--- config.mk ---
export PLATFORM = sky130hd
export DESIGN_NAME = fetch_seq_unit
export DESIGN_NICKNAME = d
export VERILOG_FILES = /design/src/rtl/fetch_seq_unit.sv
export SDC_FILE = /design/constraint.sdc
export NUM_CORES = 1
export LEC_CHECK = 0
export ABC_AREA = 1
export CAP_MARGIN = 20
export CORE_UTILIZATION = 30
export CTS_CLUSTER_SIZE = 14
export DETAILED_ROUTE_END_ITERATION = 8
export PLACE_DENSITY = 0.71
export SYNTH_ARGS = -nofsm -noshare
export SYNTH_HDL_FRONTEND = slang
export SYNTH_SLANG_ARGS = --single-unit
--- constraint.sdc ---
create_clock -name CLOCK_50 -period 4.1 [get_ports CLOCK_50]
set_clock_uncertainty 0.1 [all_clocks]
set_input_delay 0.82 -clock CLOCK_50 [delete_from_list [all_inputs] [get_ports CLOCK_50]]
set_output_delay 0.82 -clock CLOCK_50 [all_outputs]
set_load 0.01 [all_outputs]
--- src/rtl/fetch_seq_unit.sv ---
// fetch_seq_unit: PC sequencing and instruction fetch from a synchronous ROM.
// The ROM is addressed with the *next* PC whenever the current instruction
// advances, so a new instruction is presented every cycle without bubbles.
module fetch_seq_unit #(
    parameter int unsigned     PC_W      = 11,
    parameter logic [PC_W-1:0] RESET_VEC = '0,
    parameter int unsigned     CNT_W     = 32
) (
    input  logic             CLOCK_50,
    input  logic             rst_n,
    output logic [PC_W-3:0]  rom_addr,
    input  logic [31:0]      rom_q,
    input  logic             stall,
    input  logic             redirect,
    input  logic [PC_W-1:0]  redirect_pc,
    input  logic             resume,
    output logic [PC_W-1:0]  pc,
    output logic [PC_W-1:0]  pc_plus4,
    output logic [31:0]      instr,
    output logic             instr_valid,
    output logic             halted,
    output logic             illegal,
    output logic [CNT_W-1:0] retired
);

    typedef enum logic [1:0] {
        StFill = 2'd0,
        StRun  = 2'd1,
        StHalt = 2'd2
    } state_e;

    state_e          r_state;
    state_e          w_state_next;
    logic [PC_W-1:0] r_pc;
    logic [PC_W-1:0] w_pc_plus4;
    logic [PC_W-1:0] w_next_pc;
    logic [CNT_W-1:0] r_retired;
    logic            r_illegal;
    logic            w_legal;
    logic            w_adv;
    logic            w_halt_entry;
    logic            w_unused;

    // Redirect targets are always word aligned; the low bits are dropped.
    assign w_unused     = ^redirect_pc[1:0];
    assign w_pc_plus4   = r_pc + PC_W'(4);
    assign w_next_pc    = redirect ? {redirect_pc[PC_W-1:2], 2'b00} : w_pc_plus4;
    assign w_adv        = (r_state == StRun) & ~stall & w_legal;
    assign w_halt_entry = (r_state == StRun) & ~stall & ~w_legal;

    // Opcode decode, gated by RUN so an undefined rom_q cannot leak into control.
    always_comb begin
        w_legal = 1'b0;
        if (r_state == StRun) begin
            case (rom_q[6:0])
                7'b0110011, 7'b0010011, 7'b0100011, 7'b0000011,
                7'b1100011, 7'b1101111, 7'b1100111: w_legal = 1'b1;
                default:                            w_legal = 1'b0;
            endcase
        end
    end

    // FSM state register.
    always_ff @(posedge CLOCK_50 or negedge rst_n) begin
        if (!rst_n) begin
            r_state <= StFill;
        end else begin
            r_state <= w_state_next;
        end
    end

    // FSM next-state logic.
    always_comb begin
        w_state_next = r_state;
        case (r_state)
            StFill:  w_state_next = StRun;
            StRun:   if (w_halt_entry) w_state_next = StHalt;
            StHalt:  if (resume) w_state_next = StFill;
            default: w_state_next = StFill;
        endcase
    end

    // FSM outputs: ROM address selection and status flags.
    always_comb begin
        rom_addr    = r_pc[PC_W-1:2];
        instr_valid = 1'b0;
        halted      = 1'b0;
        case (r_state)
            StRun: begin
                instr_valid = 1'b1;
                if (w_adv) rom_addr = w_next_pc[PC_W-1:2];
            end
            StHalt: begin
                halted   = 1'b1;
                // Pre-address the resume target so FILL sees valid data.
                rom_addr = w_pc_plus4[PC_W-1:2];
            end
            default: ;
        endcase
    end

    // PC, retire counter and one-cycle illegal pulse.
    always_ff @(posedge CLOCK_50 or negedge rst_n) begin
        if (!rst_n) begin
            r_pc      <= RESET_VEC;
            r_retired <= '0;
            r_illegal <= 1'b0;
        end else begin
            r_illegal <= w_halt_entry;
            if (w_adv) begin
                r_pc      <= w_next_pc;
                r_retired <= r_retired + CNT_W'(1);
            end else if ((r_state == StHalt) && resume) begin
                r_pc <= w_pc_plus4;
            end
        end
    end

    assign pc       = r_pc;
    assign pc_plus4 = w_pc_plus4;
    assign instr    = rom_q;
    assign illegal  = r_illegal;
    assign retired  = r_retired;

endmodule

# ---- Word level (Yosys, flattened, before mapping)
# Cells that the tools add are included.
dict set report word_totals {
  out_inout_bits 98
  wordCells 39
  reg_bits 46
}
dict set report op_classes {
  n_reduce_logical 5
  addsub 2
  muxes 12
  eq_ne 11
  bitwise 5
}
# op count
set op_table {}
lappend op_table {{$mux W11} 3}
lappend op_table {{$add A32 B1 Y32 const B} 1}
lappend op_table {{$eq A7 B7 Y1 const B} 3}
lappend op_table {{$pmux W9 S2} 1}
lappend op_table {{$eq A7 B6 Y1 const B} 2}
lappend op_table {{$add A11 B3 Y11 const B} 1}
lappend op_table {{$mux W9} 1}
lappend op_table {{$eq A7 B2 Y1 const B} 1}
lappend op_table {{$eq A7 B5 Y1 const B} 1}
lappend op_table {{$reduce_or A7 Y1} 1}
lappend op_table {{$pmux W2 S3} 1}
lappend op_table {{$mux W1} 4}
lappend op_table {{$mux W2} 2}
lappend op_table {{$ne A2 B2 Y1 const B} 2}
lappend op_table {{$and A1 B1 Y1} 3}
lappend op_table {{$eq A2 B1 Y1 const B} 1}
lappend op_table {{$eq A2 B2 Y1 const B} 1}
lappend op_table {{$logic_not A2 Y1} 1}
lappend op_table {{$not A1 Y1} 2}
lappend op_table {{$reduce_and A2 Y1} 1}
lappend op_table {{$reduce_bool A2 Y1} 1}
lappend op_table {{$logic_and A1 B1 Y1} 1}

# ---- Depth between registers and ports, before layout
# Gate-level depths: netlist of the first run.
dict set report logic_depth {
  word_depth 8
  mapped_depth 12
}

# ---- Worst setup path before layout of the first run
# Ideal clock, no wire load.
dict set report synth_timing {
  path_kind {input port to output port}
  startpoint {input rom_q[5]}
  endpoint {output rom_addr[6]}
  arrival_ns 1.789
  stages 7
  setup_slack_ns 1.391
  t_required_ns 3.180
  n_path_buf 1
  path_cell_list {inv_1 > o21ai_1 > nand3_4 > buf_2 > nand2_1 > nand3_1 > a21oi_1}
}
dict set report synth_between {
  elab_chain_len 7
}
# element line_no
set synth_lines {}
lappend synth_lines {{start: declaration} 12} ;# input logic [31:0] rom_q,
lappend synth_lines {{$eq A7 B6 Y1, or another cell as far along} 55} ;# case (rom_q[6:0])
lappend synth_lines {{$reduce_or A7 Y1 (*)} 55}
lappend synth_lines {{$mux W1 (*)} 55}
lappend synth_lines {{$mux W1 (*)} 54} ;# if (r_state == StRun) begin
lappend synth_lines {{$and A1 B1 Y1 (*)} 48} ;# assign w_adv = (r_state == StRun) & ~stall & w_legal;
lappend synth_lines {{$mux W9 (*)} 91} ;# if (w_adv) rom_addr = w_next_pc[PC_W-1:2];
lappend synth_lines {{$pmux W9 S2 (*)} 88} ;# case (r_state)
lappend synth_lines {{end: declaration} 11} ;# output logic [PC_W-3:0] rom_addr,
# Every way passes the cells marked *; elsewhere a longest branch is shown, timed or not.

# ---- Worst setup path in the final report of the first run
dict set report layout_timing {
  startpoint {input rom_q[6]}
  endpoint {output rom_addr[2]}
}
# The elaborated chain is that of the path after synthesis.

==> metrics.log, run 1 <==
[metrics] type of the worst setup path: in2out
[metrics] number of flops mapped to enable cells by yosys: 0
[metrics] drt wl/cell: 13.6 um
[metrics] width of the chip: 108 um
[metrics] worst-case setup slack after placement: 0.250 ns
[metrics] post-route minimum period: approximately 3.8 ns
[metrics] number of iterations in the first detailed-routing pass: 5
[metrics] initial antenna violation count: 0
[metrics] post-synth top area cell: sky130_fd_sc_hd__dfrtp_1
[metrics] post-route cell area: 0.00434 mm2
[metrics] root buf cell: sky130_fd_sc_hd__clkbuf_16
[metrics] maximum number of pins on one net before global-route repair: 45
[metrics] most repeated library cell on the critical path: sky130_fd_sc_hd__nand2_1
[metrics] via count of the first global-routing pass: 3053
[metrics] total routing usage reported by global routing: 15.8%
[metrics] starting utilization of the core area: 31.0%
[metrics] HPWL Detailed: roughly 7.0 mm
[metrics] critical path's largest stage delay: 0.54 ns
[metrics] number of buffer cells added on primary ports: 89
[metrics] setup repair after global routing missed its margin: no
[metrics] share of the clock period used by the worst path: a little over nine tenths
[metrics] category of cells accounting for the largest share of critical-path delay: buffers and inverters
[metrics] die footprint: 0.0117 mm2
[metrics] Critical-path top delay cell: sky130_fd_sc_hd__clkdlybuf4s50_1
[metrics] total power per unit cell area: 543 mW/mm2
[metrics] H-tree depth: 2
[metrics] area share of fa/ha/maj cells after synthesis: 1.84%
[metrics] core box area: 0.0109 mm2
[metrics] endpoints failing setup: 0
[metrics] dominant combinational cell family by area after synthesis: simple AND/OR/NAND/NOR gates
[metrics] simple logic cell fraction of the synthesized area: between 30% and 40%
[metrics] final net count: 595
[metrics] final RePlAce weighted congestion: 0.867
[metrics] # Post-CTS Setup Buffers: 0
[metrics] fraction of synthesis flops using an asynchronous set or reset pin: between 90% and 100%
[metrics] die height: around 110 um
[metrics] number of instances in the synthesized netlist: 484
[metrics] leakage dissipation: 0.00199 uW
[metrics] number of cells on the worst reg-to-reg path: 10
[metrics] count of synthesis-stage warnings from yosys: 0
[metrics] number of failing hold endpoints at the final stage: 0
[metrics] Total Negative Setup Slacks: 0 ns
[metrics] Final Util: 39.7%
[metrics] max-slew violations: 0
[metrics] fraction of the mapped netlist area in compound gates: 8.44%
[metrics] clock tree from TritonCTS: done
[metrics] via density per instance: 4.82
[metrics] worst path bufs/invs: 4
[metrics] IO Pins: between 100 and 150
[metrics] Row Count: 38
[metrics] type of destination of the critical path: output port
[metrics] mean instance size in the synthesized netlist: 7.01 um2
[metrics] residual DRC count: 0
[metrics] CP arrival: 2.93 ns
[metrics] count of distinct cell types in the synthesized netlist: 37
[metrics] CTS Hold Buffers Added: 0
[metrics] top cell type's share of synthesized area: roughly 32%
[metrics] outcome: complete, no violations
[metrics] later-pin clock latency in the skew report: 0.29 ns
[metrics] number of sinks driven by the clock tree: 44
[metrics] dpl cell area: 0.00415 mm2
[metrics] diode count: 0
[metrics] Post-Synthesis Cell Area: 0.00339 mm2
[metrics] number of design-rule violations left by the first detailed-router iteration: 240
[metrics] final wirelength: about 9.3 mm
[metrics] clock-pin slew on the worst setup and hold paths: 0.07 ns
[metrics] post-cts resize count: 0
[metrics] Max Buffers Root-to-Sink: 2
[metrics] data required time at the worst endpoint: 3.18 ns
[metrics] post-synthesis share of cell area spent on xor and xnor gates: 7.19%
[metrics] Levels on crit path: 12
[metrics] critical path fanouts, max: 17
[metrics] # placed instances: 674
[metrics] layout cells sized above 1: 8.10%
[metrics] flops & latches, synth: 44
[metrics] first-pass GRT wire length: 14.7 mm
[metrics] antenna viol nets, final: 0
[metrics] maxcap violations: 0
[metrics] routed vias: 3290
[metrics] CP Cell Sequence: clkdlybuf4s50_1 -> inv_1 -> nand2_1 -> nand2_1 -> nor2_4 -> nand3_4 -> clkinv_4 -> nand2_2 -> o21ai_2 -> nand2_1 -> a21oi_2 -> clkdlybuf4s50_1
[metrics] smallest setup slack after layout: approximately 0.25 ns
[metrics] area overhead of the layout relative to synthesis: 27.9%
[metrics] path category of the worst min-delay check: in2async
[metrics] post-layout instance count excluding filler cells: 683
[metrics] share of the yosys chip area belonging to registers: 32.4%
[metrics] GR Overflow Total: 0
[metrics] crit path launch type: primary input
[metrics] maximum clock rate: 0.260 GHz
[metrics] number of buffers added by the clock tree synthesis step: 5
[metrics] worst supply voltage drop on vdd: 0.000437 V
[metrics] biggest area contributors in the synthesized netlist: sky130_fd_sc_hd__dfrtp_1 (32%), sky130_fd_sc_hd__nand2_1 (15%), sky130_fd_sc_hd__buf_4 (8.4%)
[metrics] share of synthesized area spent on multiplexers: 0%
[metrics] Post-synth top flop: sky130_fd_sc_hd__dfrtp_1
==> synth_stat cells (3+ instances only) <==
| master | count |
|---|---|
| sky130_fd_sc_hd__a21oi_1 | 10 |
| sky130_fd_sc_hd__a22oi_1 | 7 |
| sky130_fd_sc_hd__buf_4 | 38 |
| sky130_fd_sc_hd__clkbuf_1 | 3 |
| sky130_fd_sc_hd__dfrtp_1 | 44 |
| sky130_fd_sc_hd__ha_1 | 5 |
| sky130_fd_sc_hd__inv_1 | 55 |
| sky130_fd_sc_hd__nand2_1 | 135 |
| sky130_fd_sc_hd__nand2_2 | 4 |
| sky130_fd_sc_hd__nand3_1 | 30 |
| sky130_fd_sc_hd__nand4_1 | 4 |
| sky130_fd_sc_hd__nor2_1 | 51 |
| sky130_fd_sc_hd__nor2_2 | 6 |
| sky130_fd_sc_hd__nor2_4 | 3 |
| sky130_fd_sc_hd__nor3_1 | 10 |
| sky130_fd_sc_hd__nor3_2 | 3 |
| sky130_fd_sc_hd__o21ai_0 | 19 |
| sky130_fd_sc_hd__o21ai_1 | 4 |
| sky130_fd_sc_hd__or2_2 | 6 |
| sky130_fd_sc_hd__xnor2_1 | 4 |
| sky130_fd_sc_hd__xor2_1 | 22 |
==> sequential cells by signal, indices dropped and copies added (netlist names) <==
signal / cells
r_state: 2
retired: 32
pc: 9
illegal: 1
==> through the flow <==
step / hold slack [ns] / total power [uW]
floorplan: 0.378 / 1290
global placement: 0.388 / 1860
detailed placement: 0.385 / 1880
CTS: 0.395 / 2370
global route: 0.367 / 2530
finish: 0.342 / 2360
==> path summary, 6_finish.rpt <==
| check | start | to | slack, ns |
|---|---|---|---|
| setup / recovery | rom_q[6] | rom_addr[2] | 0.25 |
| hold / removal | rst_n | retired[23] | 0.34 |
| setup reg to reg | r_state[1] | retired[29] | 1.58 |
| hold reg to reg | retired[29] | retired[29] | 0.39 |
| max in group asynchronous | rst_n | r_state[0] | 3.06 |
| min in group CLOCK_50 | retired[29] | retired[29] | 0.39 |
==> worst register-to-register path, delay by kind of cell (launching register included) <==
| kind | cells | cell delay [ns] |
|---|---|---|
| xor+xnor | 1 | 0.15 |
| fa+ha+maj | 1 | 0.27 |
| buf+inv | 4 | 0.68 |
| flops | 1 | 0.40 |
| simple gates | 4 | 0.85 |
==> cells by family (layout without fill, tap and decap cells) <==
group                      count (synthesis)  count (layout)
and+or+nand+nor                          257             257
buffers and inverters                    101             157
AOI/OAI and AO/OA                         49              49
DFF                                       44              44
xor gates and xnor gates                  27              27
adders and majority gates                  5               5
other                                      1               4
==> layout make-up <==
class                      count  area (um2)
inverter                      56         215
clock buffer                   5         125
sequential                    44        1100
timing repair buffer          93         928
clock inverter                 3        46.3
fill                        1123        6600
tap                          140         175
multi-input combinational    342        1750
==> layer usage <==
| metal | global-route usage (%) | part of all wire (%) | wire length [um] |
|---|---|---|---|
| met5 | 0 | 0 | 0 |
| met3 | 3.80 | 7.8 | 723 |
| met1 | 21.7 | 45 | 4200 |
| met4 | 5.79 | 1.9 | 176 |
| met2 | 23.8 | 45 | 4170 |
==> cells in the final DEF, fill, tap and decap left out, types with 4 or more instances in the layout <==
master and count:
sky130_fd_sc_hd__nand2_2 4, sky130_fd_sc_hd__nor2_1 51, sky130_fd_sc_hd__a22oi_1 7, sky130_fd_sc_hd__or2_2 6
sky130_fd_sc_hd__clkbuf_16 5, sky130_fd_sc_hd__o21ai_1 4, sky130_fd_sc_hd__xor2_1 22, sky130_fd_sc_hd__nor3_1 10
sky130_fd_sc_hd__ha_1 5, sky130_fd_sc_hd__o21ai_0 19, sky130_fd_sc_hd__inv_1 55, sky130_fd_sc_hd__xnor2_1 4
sky130_fd_sc_hd__nand4_1 4, sky130_fd_sc_hd__nor2_2 6, sky130_fd_sc_hd__dfrtp_1 44, sky130_fd_sc_hd__nand2_1 135
sky130_fd_sc_hd__a21oi_1 10, sky130_fd_sc_hd__clkdlybuf4s50_1 88, sky130_fd_sc_hd__conb_1 4, sky130_fd_sc_hd__nand3_1 30
==> where the power goes <==
group	leakage (uW)	total [uW]	internal, uW	switching [uW]
Combinational	0.00137	1280	618	657
Sequential	0.000541	603	503	99.9
Clock	0.0000804	478	290	188
(Power assumes the default switching activity.)
==> run 2, diff against run 1 <==
GPL_TIMING_DRIVEN = 0   (was not set)
SLEW_MARGIN = 20   (was not set)
==> metrics.log, run 2 (synthesis gave the netlist of run 1 again) <==
[metrics] outcome: complete, no violations (unchanged)
[metrics] worst path bufs/invs: 5 (was 4)
[metrics] area overhead of the layout relative to synthesis: 45.4% (was 27.9%)
[metrics] IO Pins: 146 (unchanged)
[metrics] Max Buffers Root-to-Sink: 2 (unchanged)
[metrics] maximum number of pins on one net before global-route repair: 29 (was 45)
[metrics] crit path launch type: primary input (unchanged)
[metrics] combined flip-flop and latch cell area: 0.00110 mm2 (unchanged)
[metrics] clock tree from TritonCTS: done (unchanged)
[metrics] # Post-CTS Setup Buffers: 0 (unchanged)
[metrics] total power per unit cell area: 494 mW/mm2 (was 543 mW/mm2)
[metrics] residual DRC count: 0 (unchanged)
[metrics] number of buffer cells added on primary ports: 114 (was 89)
[metrics] routed vias: 3569 (was 3290)
[metrics] CP Cell Sequence: clkdlybuf4s50_1 -> inv_1 -> o21ai_1 -> nand3_4 -> clkinv_4 -> buf_8 -> nand2_2 -> o21ai_2 -> nand2_1 -> a21oi_2 -> clkdlybuf4s50_1 (was clkdlybuf4s50_1 -> inv_1 -> nand2_1 -> nand2_1 -> nor2_4 -> nand3_4 -> clkinv_4 -> nand2_2 -> o21ai_2 -> nand2_1 -> a21oi_2 -> clkdlybuf4s50_1)
[metrics] Critical-path top delay cell: sky130_fd_sc_hd__clkdlybuf4s50_1 (unchanged)
[metrics] number of failing hold endpoints at the final stage: 0 (unchanged)
[metrics] Total Negative Setup Slacks: 0 ns (unchanged)
[metrics] Rel. slew slack: 64.9%
[metrics] data required time at the worst endpoint: 3.18 ns (about the same)
[metrics] number of iterations in the first detailed-routing pass: 5 (unchanged)
[metrics] diode count: 0 (unchanged)
[metrics] slew of the pin with the lowest slew margin: 0.526 ns
[metrics] die height: 108 um (unchanged)
[metrics] CP arrival: 2.96 ns (was 2.93 ns)
[metrics] later-pin clock latency in the skew report: 0.29 ns (about the same)
[metrics] worst hold slack after final layout: 0.373 ns (was 0.342 ns)
[metrics] drt wl/cell: 13.6 um (about the same)
[metrics] GR Overflow Total: 0 (unchanged)
[metrics] number of buffers added by the clock tree synthesis step: 5 (unchanged)
[metrics] most common cell after layout, fill and taps aside: sky130_fd_sc_hd__nand2_1 (unchanged)
[metrics] via density per instance: 4.75 (was 4.82)
[metrics] critical path's largest stage delay: 0.55 ns (was 0.54 ns)
[metrics] post-cts resize count: 0 (unchanged)
[metrics] Crit. Startpoint: rom_q[5] (was rom_q[6])
[metrics] max FFs per register: 32 (unchanged)
[metrics] root buf cell: sky130_fd_sc_hd__clkbuf_16 (unchanged)
[metrics] post-route minimum period: 3.88 ns (was 3.85 ns)
[metrics] total routing usage reported by global routing: 17.4% (was 15.8%)
[metrics] number of fill cells in the layout: 1111 (was 1123)
[metrics] H-tree depth: 2 (unchanged)
[metrics] first-pass GRT wire length: 16.2 mm (was 14.7 mm)
[metrics] setup repair after global routing missed its margin: no (unchanged)
[metrics] path category of the worst min-delay check: in2async (unchanged)
[metrics] type of the worst setup path: in2out (unchanged)
[metrics] Row Count: 38 (unchanged)
[metrics] antenna viol nets, final: 0 (unchanged)
[metrics] final RePlAce weighted congestion: 0.910 (was 0.867)
[metrics] final net count: 664 (was 595)
[metrics] width of the chip: 108 um (unchanged)
[metrics] highest-count cells in the layout ignoring fill and taps: sky130_fd_sc_hd__nand2_1 (135), sky130_fd_sc_hd__clkdlybuf4s50_1 (113), sky130_fd_sc_hd__inv_1 (55), sky130_fd_sc_hd__nor2_1 (51), sky130_fd_sc_hd__dfrtp_1 (44) (was sky130_fd_sc_hd__nand2_1 (135), sky130_fd_sc_hd__clkdlybuf4s50_1 (88), sky130_fd_sc_hd__inv_1 (55), sky130_fd_sc_hd__nor2_1 (51), sky130_fd_sc_hd__dfrtp_1 (44))
[metrics] layout cells sized above 1: 14.1% (was 8.10%)
[metrics] leakage dissipation: 0.00231 uW (was 0.00199 uW)
[metrics] max-slew violations: 0 (unchanged)
[metrics] starting utilization of the core area: 31.0% (unchanged)
[metrics] category of cells accounting for the largest share of critical-path delay: buffers and inverters (unchanged)
[metrics] share of the clock period used by the worst path: 94.7% (was 93.8%)
[metrics] final wirelength: 10.2 mm (was 9.28 mm)
[metrics] startpoint of the lowest-slack register-to-register path: r_state[1] (unchanged)
[metrics] critical path fanouts, max: 10 (was 17)
[metrics] endpoints failing setup: 0 (unchanged)
[metrics] number of sinks driven by the clock tree: 44 (unchanged)
[metrics] area of the multi-input gates: 0.00175 mm2 (unchanged)
[metrics] total power consumption of the routed design: 2440 uW (was 2360 uW)
[metrics] HPWL Detailed: 8.00 mm (was 6.98 mm)
[metrics] initial antenna violation count: 0 (unchanged)
[metrics] via count of the first global-routing pass: 3327 (was 3053)
[metrics] worst supply voltage drop on vdd: 0.000338 V (was 0.000437 V)
[metrics] maximum clock rate: 0.258 GHz (was 0.260 GHz)
[metrics] CTS Hold Buffers Added: 0 (unchanged)
[metrics] type of destination of the critical path: output port (unchanged)
[metrics] core box area: 0.0109 mm2 (unchanged)
[metrics] most repeated library cell on the critical path: sky130_fd_sc_hd__clkdlybuf4s50_1 (was sky130_fd_sc_hd__nand2_1)
[metrics] maxcap violations: 0 (unchanged)
[metrics] die footprint: 0.0117 mm2 (unchanged)
[metrics] number of design-rule violations left by the first detailed-router iteration: 233 (was 240)
[metrics] clock-pin slew on the worst setup and hold paths: 0.07 ns (about the same)
## run 2: final cells by class
class	count	area share [%]
buffer	44	6.80
clock buffer	6	2.82
clock inverter	2	0.786
inverter	56	4.36
multi-input combinational	342	35.5
sequential	44	22.3
tap	140	3.55
timing repair buffer	118	23.9
## run 2: stage by stage
step / cells / util (%) / area (um2) / setup slack [ns]
floorplan: 487 / - / 3400 / 1.39
global placement: 741 / 43.2 / 4720 / 0.135
detailed placement: 742 / 43.3 / 4740 / 0.112
CTS: 750 / 44.9 / 4910 / 0.107
global route: 752 / 45.1 / 4930 / 0.0427
finish: 752 / 45.1 / 4930 / 0.217
## run 2: report_power, final
group	internal (uW)	switching, uW
registers	504	101
clock network	305	173
logic	665	691
## run 2: metal layers
metal	vias up	track usage (%)	part of all wire (%)
met4	0	5.60	1.1
li1	1739	-	-
met2	153	28.6	48
met1	1665	23.2	45
met3	12	2.95	6.5
met5	-	0	0
## run 2: worst register-to-register path, delay by kind of cell, from the launching register on
kind | cells | cell delay [ns]
simple gates | 9 | 0.90
flops | 1 | 0.40
buf+inv | 3 | 0.47
fa+ha+maj | 1 | 0.20
## run 2: path summary, 6_finish.rpt
kind                               end  cells past startpoint  slack [ns]
setup / recovery           rom_addr[2]                     11        0.22
hold reg to reg            retired[29]                      1        0.40
min in group CLOCK_50      retired[29]                      1        0.40
max in group asynchronous   retired[2]                      2        3.02
hold / removal             retired[15]                      1        0.37
setup reg to reg           retired[13]                     13        1.92
